<file path="src/rtl/sensor_sched_pkg.sv">
// Shared constants for the sensor measurement scheduler: FSM encoding,
// source identifiers and default microsecond timing values.
package sensor_sched_pkg;

  // FSM state encoding
  localparam logic [1:0] ST_IDLE  = 2'd0;
  localparam logic [1:0] ST_START = 2'd1;
  localparam logic [1:0] ST_WAIT  = 2'd2;
  localparam logic [1:0] ST_DONE  = 2'd3;

  // Measurement source identifiers (also the encoding of active_src/result_src)
  localparam logic SRC_ULTRA = 1'b0;
  localparam logic SRC_DHT   = 1'b1;

  // Default timing, 100 MHz clock, all durations in microseconds
  localparam int DEF_TICK_CYC         = 100;
  localparam int DEF_ULTRA_TIMEOUT_US = 30000;
  localparam int DEF_DHT_TIMEOUT_US   = 30000;
  localparam int DEF_ULTRA_GAP_US     = 60000;
  localparam int DEF_DHT_GAP_US       = 2000000;
  localparam int DEF_AUTO_PERIOD_US   = 1000000;
  localparam int DEF_CNT_W            = 21;

endpackage

</file>
<file path="src/rtl/us_tick_gen.sv">
// Microsecond tick prescaler: one-clock tick pulse every TICK_CYC clocks.
module us_tick_gen
  import sensor_sched_pkg::*;
#(
  parameter int TICK_CYC = DEF_TICK_CYC
) (
  input  logic clk,
  input  logic rst,
  output logic tick
);

  localparam int            TW   = (TICK_CYC > 1) ? $clog2(TICK_CYC) : 1;
  localparam logic [TW-1:0] LAST = TW'(TICK_CYC - 1);
  localparam logic [TW-1:0] ONE  = TW'(1);

  logic [TW-1:0] cnt_q, cnt_d;
  logic          tick_q, tick_d;

  // Wrap the prescaler and flag the last count of each period
  always_comb begin
    cnt_d  = (cnt_q == LAST) ? '0 : cnt_q + ONE;
    tick_d = (cnt_q == LAST);
  end

  // Prescaler state, cleared by the active-low asynchronous reset
  always_ff @(posedge clk or negedge rst) begin
    if (!rst) begin
      cnt_q  <= '0;
      tick_q <= 1'b0;
    end else begin
      cnt_q  <= cnt_d;
      tick_q <= tick_d;
    end
  end

  assign tick = tick_q;

endmodule

</file>
<file path="src/rtl/sensor_meas_scheduler.sv">
// Serialises ultrasonic and DHT measurements: merges button/UART/auto
// requests, enforces per-sensor gaps and timeouts, and reports results.
module sensor_meas_scheduler
  import sensor_sched_pkg::*;
#(
  parameter int TICK_CYC         = DEF_TICK_CYC,
  parameter int ULTRA_TIMEOUT_US = DEF_ULTRA_TIMEOUT_US,
  parameter int DHT_TIMEOUT_US   = DEF_DHT_TIMEOUT_US,
  parameter int ULTRA_GAP_US     = DEF_ULTRA_GAP_US,
  parameter int DHT_GAP_US       = DEF_DHT_GAP_US,
  parameter int AUTO_PERIOD_US   = DEF_AUTO_PERIOD_US,
  parameter int CNT_W            = DEF_CNT_W
) (
  input  logic clk,
  input  logic rst,
  input  logic req_ultra_btn,
  input  logic req_dht_btn,
  input  logic req_ultra_uart,
  input  logic req_dht_uart,
  input  logic auto_en,
  input  logic ultra_done,
  input  logic ultra_err,
  input  logic dht_done,
  input  logic dht_err,
  output logic ultra_start,
  output logic dht_start,
  output logic busy,
  output logic active_src,
  output logic result_valid,
  output logic result_fail,
  output logic result_src,
  output logic timeout_flag
);

  localparam logic [CNT_W-1:0] CNT_ONE = CNT_W'(1);
  localparam logic [CNT_W-1:0] U_TMO   = CNT_W'(ULTRA_TIMEOUT_US);
  localparam logic [CNT_W-1:0] D_TMO   = CNT_W'(DHT_TIMEOUT_US);
  localparam logic [CNT_W-1:0] U_GAP   = CNT_W'(ULTRA_GAP_US);
  localparam logic [CNT_W-1:0] D_GAP   = CNT_W'(DHT_GAP_US);
  localparam logic [CNT_W-1:0] AUTO_LD = CNT_W'(AUTO_PERIOD_US);

  logic tick;

  us_tick_gen #(.TICK_CYC(TICK_CYC)) u_tick (
    .clk  (clk),
    .rst  (rst),
    .tick (tick)
  );

  logic [1:0]       state_q, state_d;
  logic             active_src_q, active_src_d;
  logic             last_served_q, last_served_d;
  logic             pend_ultra_q, pend_ultra_d;
  logic             pend_dht_q, pend_dht_d;
  logic [CNT_W-1:0] gap_ultra_q, gap_ultra_d;
  logic [CNT_W-1:0] gap_dht_q, gap_dht_d;
  logic [CNT_W-1:0] tmo_q, tmo_d;
  logic [CNT_W-1:0] auto_q, auto_d;
  logic             ultra_start_q, ultra_start_d;
  logic             dht_start_q, dht_start_d;
  logic             busy_q, busy_d;
  logic             result_valid_q, result_valid_d;
  logic             result_fail_q, result_fail_d;
  logic             result_src_q, result_src_d;
  logic             timeout_flag_q, timeout_flag_d;

  logic auto_fire, elig_ultra, elig_dht, pick, act_done, act_err;

  // Next-state logic: counters, request merging, arbitration and the FSM.
  // Outputs are computed one cycle ahead so they come straight from flops.
  always_comb begin
    state_d        = state_q;
    active_src_d   = active_src_q;
    last_served_d  = last_served_q;
    pend_ultra_d   = pend_ultra_q;
    pend_dht_d     = pend_dht_q;
    gap_ultra_d    = gap_ultra_q;
    gap_dht_d      = gap_dht_q;
    tmo_d          = tmo_q;
    auto_d         = auto_q;
    ultra_start_d  = 1'b0;
    dht_start_d    = 1'b0;
    busy_d         = 1'b0;
    result_valid_d = 1'b0;
    result_fail_d  = 1'b0;
    result_src_d   = 1'b0;
    timeout_flag_d = 1'b0;
    auto_fire      = 1'b0;

    elig_ultra = pend_ultra_q && (gap_ultra_q == '0);
    elig_dht   = pend_dht_q && (gap_dht_q == '0);
    // On a tie, serve whichever sensor did not run last
    pick       = (elig_ultra && elig_dht) ? ~last_served_q : elig_dht;
    act_done   = (active_src_q == SRC_DHT) ? dht_done : ultra_done;
    act_err    = (active_src_q == SRC_DHT) ? dht_err  : ultra_err;

    // Gap counters free-run in every state and saturate at zero
    if (tick && (gap_ultra_q != '0)) gap_ultra_d = gap_ultra_q - CNT_ONE;
    if (tick && (gap_dht_q != '0))   gap_dht_d   = gap_dht_q - CNT_ONE;

    // Auto period: fire on the tick that takes the count to zero
    if (!auto_en) begin
      auto_d = AUTO_LD;
    end else if (tick) begin
      if (auto_q <= CNT_ONE) begin
        auto_fire = 1'b1;
        auto_d    = AUTO_LD;
      end else begin
        auto_d = auto_q - CNT_ONE;
      end
    end

    case (state_q)
      ST_IDLE: begin
        if (elig_ultra || elig_dht) begin
          state_d      = ST_START;
          active_src_d = pick;
          busy_d       = 1'b1;
          if (pick == SRC_DHT) begin
            pend_dht_d  = 1'b0;
            dht_start_d = 1'b1;
          end else begin
            pend_ultra_d  = 1'b0;
            ultra_start_d = 1'b1;
          end
        end
      end
      ST_START: begin
        tmo_d   = (active_src_q == SRC_DHT) ? D_TMO : U_TMO;
        state_d = ST_WAIT;
        busy_d  = 1'b1;
      end
      ST_WAIT: begin
        busy_d = 1'b1;
        if (act_done) begin
          state_d        = ST_DONE;
          result_valid_d = 1'b1;
          result_src_d   = active_src_q;
        end else if (act_err) begin
          state_d       = ST_DONE;
          result_fail_d = 1'b1;
          result_src_d  = active_src_q;
        end else if (tmo_q == '0) begin
          state_d        = ST_DONE;
          result_fail_d  = 1'b1;
          timeout_flag_d = 1'b1;
          result_src_d   = active_src_q;
        end else if (tick) begin
          tmo_d = tmo_q - CNT_ONE;
        end
      end
      ST_DONE: begin
        state_d       = ST_IDLE;
        last_served_d = active_src_q;
        if (active_src_q == SRC_DHT) gap_dht_d   = D_GAP;
        else                         gap_ultra_d = U_GAP;
      end
      default: state_d = ST_IDLE;
    endcase

    // New requests win over the clear on START so a same-cycle request re-arms
    if (req_ultra_btn || req_ultra_uart || auto_fire) pend_ultra_d = 1'b1;
    if (req_dht_btn || req_dht_uart || auto_fire)     pend_dht_d   = 1'b1;
  end

  // Scheduler state and registered outputs, cleared by asynchronous reset
  always_ff @(posedge clk or negedge rst) begin
    if (!rst) begin
      state_q        <= ST_IDLE;
      active_src_q   <= 1'b0;
      last_served_q  <= 1'b0;
      pend_ultra_q   <= 1'b0;
      pend_dht_q     <= 1'b0;
      gap_ultra_q    <= '0;
      gap_dht_q      <= '0;
      tmo_q          <= '0;
      auto_q         <= '0;
      ultra_start_q  <= 1'b0;
      dht_start_q    <= 1'b0;
      busy_q         <= 1'b0;
      result_valid_q <= 1'b0;
      result_fail_q  <= 1'b0;
      result_src_q   <= 1'b0;
      timeout_flag_q <= 1'b0;
    end else begin
      state_q        <= state_d;
      active_src_q   <= active_src_d;
      last_served_q  <= last_served_d;
      pend_ultra_q   <= pend_ultra_d;
      pend_dht_q     <= pend_dht_d;
      gap_ultra_q    <= gap_ultra_d;
      gap_dht_q      <= gap_dht_d;
      tmo_q          <= tmo_d;
      auto_q         <= auto_d;
      ultra_start_q  <= ultra_start_d;
      dht_start_q    <= dht_start_d;
      busy_q         <= busy_d;
      result_valid_q <= result_valid_d;
      result_fail_q  <= result_fail_d;
      result_src_q   <= result_src_d;
      timeout_flag_q <= timeout_flag_d;
    end
  end

  assign ultra_start  = ultra_start_q;
  assign dht_start    = dht_start_q;
  assign busy         = busy_q;
  assign active_src   = active_src_q;
  assign result_valid = result_valid_q;
  assign result_fail  = result_fail_q;
  assign result_src   = result_src_q;
  assign timeout_flag = timeout_flag_q;

endmodule
</file>
<file path="config.mk">
export PLATFORM = sky130hd
export DESIGN_NAME = sensor_meas_scheduler
export DESIGN_NICKNAME = d
export VERILOG_FILES = /design/src/rtl/sensor_sched_pkg.sv /design/src/rtl/us_tick_gen.sv /design/src/rtl/sensor_meas_scheduler.sv
export SDC_FILE = /design/constraint.sdc
export NUM_CORES = 1
export LEC_CHECK = 0
export ABC_CLOCK_PERIOD_IN_PS = 2200
export CAP_MARGIN = 0
export CORE_AREA = 2 2 129 131
export DETAILED_ROUTE_END_ITERATION = 8
export DIE_AREA = 0 0 131 133
export PLACE_DENSITY = 0.64
export SLEW_MARGIN = 20
export SYNTH_ARGS = -nofsm -noshare
export SYNTH_HDL_FRONTEND = slang
export SYNTH_SLANG_ARGS = --single-unit
export TNS_END_PERCENT = 100
</file>
<file path="constraint.sdc">
create_clock -name clk -period 2.2 [get_ports clk]
set_input_delay 0.33 -clock clk [delete_from_list [all_inputs] [get_ports clk]]
set_output_delay 0.33 -clock clk [all_outputs]
set_load 0.01 [all_outputs]
</file>
==> results of run 1 <==
registers in the layout (all words and copies together) (netlist names):
signal         count
active_src         1
state_q            2
ultra_start        1
dht_start          1
u_tick.cnt_q       7
auto_q            21
result_valid       1
pend_dht_q         1
result_fail        1
timeout_flag       1
busy               1
tmo_q             21
pend_ultra_q       1
u_tick.tick        1
result_src         1
gap_dht_q         21
last_served_q      1
gap_ultra_q       21
area by class of cell:
cell class | instances | area, sq um | share of cell area (%)
Sequential cell | 105 | 2628 | 37.39
Clock buffer | 12 | 266.5 | 3.792
Timing Repair Buffer | 89 | 729.5 | 10.38
Multi-Input combinational cell | 438 | 3000 | 42.69
Tap cell | 220 | 275.3 | 3.917
Inverter | 22 | 82.58 | 1.175
Clock inverter | 3 | 46.29 | 0.6587
cell families after synthesis:
kind of cell | count (synthesis) | synth area share [%]
flops | 105 | 45.98
fa+ha+maj | 10 | 2.190
simple gates | 251 | 25.25
xor+xnor | 30 | 4.598
compound gates | 136 | 16.84
mux | 10 | 1.752
buf+inv | 44 | 3.394
through the flow:
| step | instance area (sq um) | power (W) | util [%] | setup WS, ps |
|---|---|---|---|---|
| after floorplan | 5731 | 0.003254 | - | 127.4 |
| after global placement | 6543 | 0.003899 | 40.46 | -204.3 |
| after detailed placement | 6543 | 0.003956 | 40.46 | -279.3 |
| after CTS | 6892 | 0.005703 | 42.62 | 8.338 |
| after global routing | 7028 | 0.006068 | 43.46 | -30.47 |
| final | 7028 | 0.005746 | 43.46 | 19.20 |
worst paths after layout:
path                            cells after the start       startpoint              end  slack [ps]
worst max-delay path                                5  gap_ultra_q[19]     pend_ultra_q          20
worst min-delay path                                2              rst  gap_ultra_q[15]         330
worst max register to register                      5  gap_ultra_q[19]     pend_ultra_q          20
worst min register to register                      1  u_tick.cnt_q[0]  u_tick.cnt_q[0]         460
max in group asynchronous                           3              rst  gap_ultra_q[11]        1290
min in group clk                                    1  u_tick.cnt_q[0]  u_tick.cnt_q[0]         460
cells in the final DEF (no fill, tap or decap), types with 17 or more instances in the layout:
cell type,netlist,routed
nor3_1,18,18
buf_4,2,69
a21oi_1,28,27
inv_1,22,20
o21ai_0,34,33
nand3_1,18,17
clkdlybuf4s50_1,0,17
dfrtp_1,105,105
or3_1,17,17
nor2_1,58,58
nand2_1,42,42
timing repair:
| action | 4_1_cts | 5_1_grt |
|---|---|---|
| hold buffers | 1 | 0 |
| buffers inserted | 1 | 8 |
| endpoints found under the setup margin | 4 | 18 |
| endpoints found under the hold margin | 2 | 0 |
| pin swaps | 2 | 7 |
| cloned | 0 | 1 |
| gates resized for setup | 4 | 14 |
power by group through the flow:
stage               Clock [W]  Combinational (W)  Sequential, W
floorplan                   0            0.00102        0.00224
global placement            0            0.00169        0.00221
detailed placement          0            0.00174        0.00222
CTS                   0.00174            0.00178        0.00218
global route          0.00182            0.00204        0.00220
finish                0.00169            0.00187        0.00219
per-layer routing:
layer / global-route usage, % / vias to the layer above
li1: - / 2320
met5: 0 / -
met3: 3.680 / 18
met2: 25.91 / 87
met4: 4.551 / 0
met1: 20.76 / 2343
==> summary.txt, run 1 <==
Clock network
  • CTS tree: yes
  • Clock sink count: 105
  • Max clock buf depth: 2
  • CTS clock-pin slew for the worst setup and hold paths: 70 ps
  • Skew-Pair Late Insertion Delay: 350 ps
  • Htree depth: 3
  • CTS Root Cell: clkbuf_16
  • Num CTS Buffers: 9

Worst setup path
  • Top delay family on crit path: simple AND/OR/NAND/NOR gates
  • Top cell by count, worst path: or4_4
  • WP buf/inv: 0
  • Critical Path Sink Type: flip-flop
  • Slowest-stage cell, CP: or4_4
  • Critical path, cell by cell: or4_4, or4_4, nor3_4, o211a_4, o221ai_2
  • Crit Path Category: reg2reg
  • Arr. time, crit path: 2410 ps
  • Startpoint types: flip-flop
  • Critical Path RT: 2430 ps
  • Max Fanout on Critical Path: 4
  • Worst path max stage delay: 590 ps

Routing
  • Vias/cell: 5.363
  • Final ANT Viol Nets: 0
  • Uppermost layer routed: met4
  • WL met3: 439 um
  • WL met2: 6451 um
  • Pre-Repair DR Iteration Count: 6
  • Wirelength per Cell: 14.64 um
  • Detailed-route via count: 4768
  • Post-Route WL: 13020 um
  • Drc violations: 0
  • Initial DRC Count: 291
  • WL met1: 5936 um

Timing
  • Fin. Hold Viols: 0
  • Layout Skew: 9.957 ps
  • Max_slew headroom: 63.50%
  • Setup TNS: 0 ps
  • Max-slew violations: 0
  • Period utilization: 99.13%
  • Min Tclk post-route: 2181 ps
  • Fin Hold WS: 327.2 ps
  • Max Freq: 458.5 MHz
  • Slew of the pin with the lowest slew margin: 546.4 ps
  • Finish-stage setup viols: 0
  • RSZ-0062 raised after global routing: true

Yosys
  • EDFF count, synth: 0
  • Post-synth net total: 607
  • Cell with the most instances after synthesis: dfrtp_1
  • FF+latch count, synth: 105
  • Top cells by count, synth: 105 x dfrtp_1, 58 x nor2_1, 42 x nand2_1
  • Post-Syn Area: 5714 sq um
  • Ys flop type: dfrtp_1
  • Yosys warns: 0
  • Synth Instances: 586
  • Sequential element share of the synthesized area: 45.98%
  • Asr flop ratio synth: 100.0%
  • Share of the synthesized area in the top cell type: 45.98%
  • Mean Syn Cell Area: 9.751 sq um
  • Post-synth top area cell: dfrtp_1
  • Synth top area cells: dfrtp_1 46%, nor2_1 3.8%, o21ai_0 3.0%, nand2_1 2.8%, a21oi_1 2.5%
  • Library cells used by synthesis: 74

Die
  • Die Width: 131 um
  • IO Count: 19
  • Initial Utilization: 35.33%
  • Full die area: 17420 sq um
  • # rows: 47
  • Placeable Area: 16170 sq um
  • Die height: 133 um

Power
  • Worst vdd ir: 0.0004430 V
  • P_sw: 0.001869 W
  • Int Power: 0.003877 W
  • Pwr dens: 817.6 nW/um^2
  • Clk pwr share: 29.4%
  • Sequential Power Share: 38.0%
  • Pleak: 2.829 nW
  • Sw frac: 32.53%
  • Combinational share of power: 32.5%

Final layout
  • Net count, final: 686
  • Fin cells: 889
  • Antenna cells: 0
  • Ratio of cells with drive above 1 in the final layout: 21.08%
  • Fillers: 1500
  • Syn-to-layout area delta: 22.99%

Place
  • Gpl congestion: 0.8153
  • DP Cell Count: 863
  • Hpwl dp: 9085 um
  • I/O Buffers: 18

Outcome
  • Status: complete, no violations

Global route
  • Initial antenna violation count: 0
  • Vias in the first global route: 4758
  • First-pass GRT wire length: 22410 um
  • GRT Total Usage: 15.79%
  • Congestion Overflow GR: 0
  • Largest net degree at the start of global routing: 75

Hold path
  • Hold WC Path Type: in2async

Flow run
  • Max-cap violations: 0
(Power assumes the default switching activity.)
==> run 2: changes to the inputs <==
CTS_BUF_LIST = sky130_fd_sc_hd__clkbuf_8   (was not set)
==> run 2 against run 1 <==
Against the previous run:
- non-clock buffer count increased by 1
- first-iteration DRC count decreased by 17%
- die area unchanged
- worst hold slack got worse by 38 ps
- sequential share of layout area increased by 0.38 points
- sequential cell count unchanged
- worst setup slack improved by 9.3 ps
- sequential power about the same
- global-route usage decreased by 0.14 points
- power decreased by 6.8%
- highest routed layer unchanged
==> summary.txt, run 2 (synthesized netlist as in run 1, its figures left out) <==
Timing
  • Slew of the pin with the lowest slew margin: 555.4 ps
  • RSZ-0062 raised after global routing: true
  • Min Tclk post-route: 2171 ps
  • Fin. Hold Viols: 0
  • Max-slew violations: 0
  • Layout Skew: 18.36 ps
  • Period utilization: 98.70%
  • Setup TNS: 0 ps
  • Fin Hold WS: 289.0 ps
  • Max_slew headroom: 62.89%
  • Finish-stage setup viols: 0
  • Max Freq: 460.5 MHz

Place
  • Gpl congestion: 0.8153
  • Hpwl dp: 9085 um
  • I/O Buffers: 18
  • Placement-stage cell area: 6543 sq um

Final layout
  • Leading cell type in the layout, fill and taps excluded: dfrtp_1
  • Antenna cells: 0
  • Area of the multi-input gates: 3023 sq um
  • Ratio of cells with drive above 1 in the final layout: 21.64%
  • Syn-to-layout area delta: 21.74%
  • Final Cell Area: 6957 sq um
  • Net count, final: 687
  • Commonest cells after routing, fill and taps aside: 105 x dfrtp_1, 70 x buf_4, 57 x nor2_1
  • Fillers: 1515
  • Reg area: 2628 sq um

Clock network
  • CTS tree: yes
  • Num CTS Buffers: 9
  • Skew-Pair Late Insertion Delay: 390 ps
  • Max clock buf depth: 2
  • CTS Root Cell: clkbuf_8
  • Htree depth: 3
  • Clock sink count: 105
  • CTS clock-pin slew for the worst setup and hold paths: 110 ps

Worst setup path
  • Critical Path Sink Type: flip-flop
  • Slowest-stage cell, CP: or4_4
  • Arr. time, crit path: 2450 ps
  • Startpoint types: flip-flop
  • Max Fanout on Critical Path: 4
  • Critical Path RT: 2480 ps
  • Critical path, cell by cell: or4_4, or4_4, nor3_4, o211a_4, o221ai_2
  • WP buf/inv: 0
  • Top delay family on crit path: simple AND/OR/NAND/NOR gates
  • Top cell by count, worst path: or4_4
  • Worst path max stage delay: 590 ps
  • Crit Path Category: reg2reg

Global route
  • Largest net degree at the start of global routing: 75
  • GR peak layer: met2
  • GRT Total Usage: 15.66%
  • Vias in the first global route: 4747
  • Initial antenna violation count: 0
  • Congestion Overflow GR: 0
  • Met3 Usage GRT: 4.125%
  • Global Route met1 Usage: 20.94%
  • First-pass GRT wire length: 22270 um
  • Routing usage on met2: 25.36%

Routing
  • Detailed-route via count: 4809
  • Post-Route WL: 12990 um
  • Final ANT Viol Nets: 0
  • Vias/cell: 5.403
  • Drc violations: 0
  • Wirelength per Cell: 14.59 um
  • Pre-Repair DR Iteration Count: 5
  • Initial DRC Count: 242

Power
  • Worst vdd ir: 0.0004410 V
  • Pwr Total: 0.005357 W
  • Pwr dens: 770.1 nW/um^2
  • Pleak: 2.794 nW

Hold path
  • Hold WC Path Type: in2async

Die
  • IO Count: 19
  • Placeable Area: 16170 sq um
  • # rows: 47
  • Full die area: 17420 sq um
  • Die Width: 131 um
  • Initial Utilization: 35.33%
  • Die height: 133 um

Outcome
  • Status: complete, no violations

Flow run
  • Max-cap violations: 0
==> run 2: cell types whose count changed in the layout (fill, tap and decap cells not counted) <==
| cell | before | now |
|---|---|---|
| a31oi_1 | 12 | 11 |
| or3_4 | 0 | 1 |
| a31oi_2 | 1 | 2 |
| buf_4 | 69 | 70 |
| nor4_2 | 7 | 6 |
| clkbuf_16 | 9 | 0 |
| nor2_1 | 58 | 57 |
| nor4_4 | 1 | 2 |
| or3_1 | 17 | 16 |
| clkbuf_8 | 3 | 12 |
| nor2_2 | 0 | 1 |
==> run 2: report_power, final <==
| part | leakage (nW) | internal [W] | switching, W |
|---|---|---|---|
| logic | 1.40 | 0.000831 | 0.00104 |
| clock network | 0.105 | 0.000618 | 0.000677 |
| registers | 1.29 | 0.00207 | 0.000119 |
| total | 2.79 | 0.00352 | 0.00184 |
==> run 2: path summary, 6_finish.rpt <==
check	startpoint	to	slack, ps	cells past startpoint
worst max-delay path	gap_ultra_q[19]	pend_ultra_q	30	5
worst min-delay path	rst	gap_ultra_q[15]	290	2
worst max register to register	gap_ultra_q[19]	pend_ultra_q	30	5
worst min register to register	u_tick.cnt_q[0]	u_tick.cnt_q[0]	460	1
max in group asynchronous	rst	gap_ultra_q[11]	1350	3
min in group clk	u_tick.cnt_q[0]	u_tick.cnt_q[0]	460	1
==> run 2: worst reg2reg max path, delay by kind of cell (launching register included) <==
kind,cells,cell delay (ps)
AO/OA/AOI/OAI,2,310
AND/OR/NAND/NOR,3,1360
flip-flops,1,400
==> run 2: layer usage <==
metal	routed length, um	share of wire [%]
met1	5897	45
met2	6417	49
met3	498	3.8
met4	174	1.3
met5	0	0
==> run 2: stage by stage <==
stage                     setup slack, ps  util (%)  instances
after floorplan                     127.4         -        586
after global placement             -204.3     40.46        863
after detailed placement           -279.3     40.46        863
after CTS                           2.580     41.99        880
after global routing               -41.55     43.02        890
final                               28.50     43.02        890
==> run 2: layout make-up <==
class	count	area share [%]
Clock buffer	12	2.374
Clock inverter	3	0.6655
Inverter	22	1.187
Multi-Input combinational cell	438	43.45
Sequential cell	105	37.77
Tap cell	220	3.957
Timing Repair Buffer	90	10.59
==> run 2: repair_timing <==
item                                    4_1_cts  5_1_grt
gates cloned                                  0        1
pin swaps                                     2        7
resized for setup                             4       18
endpoints found under the hold margin         7        0
endpoints found under the setup margin        4       19
hold buffers                                  1        0
buffers inserted                              1        9
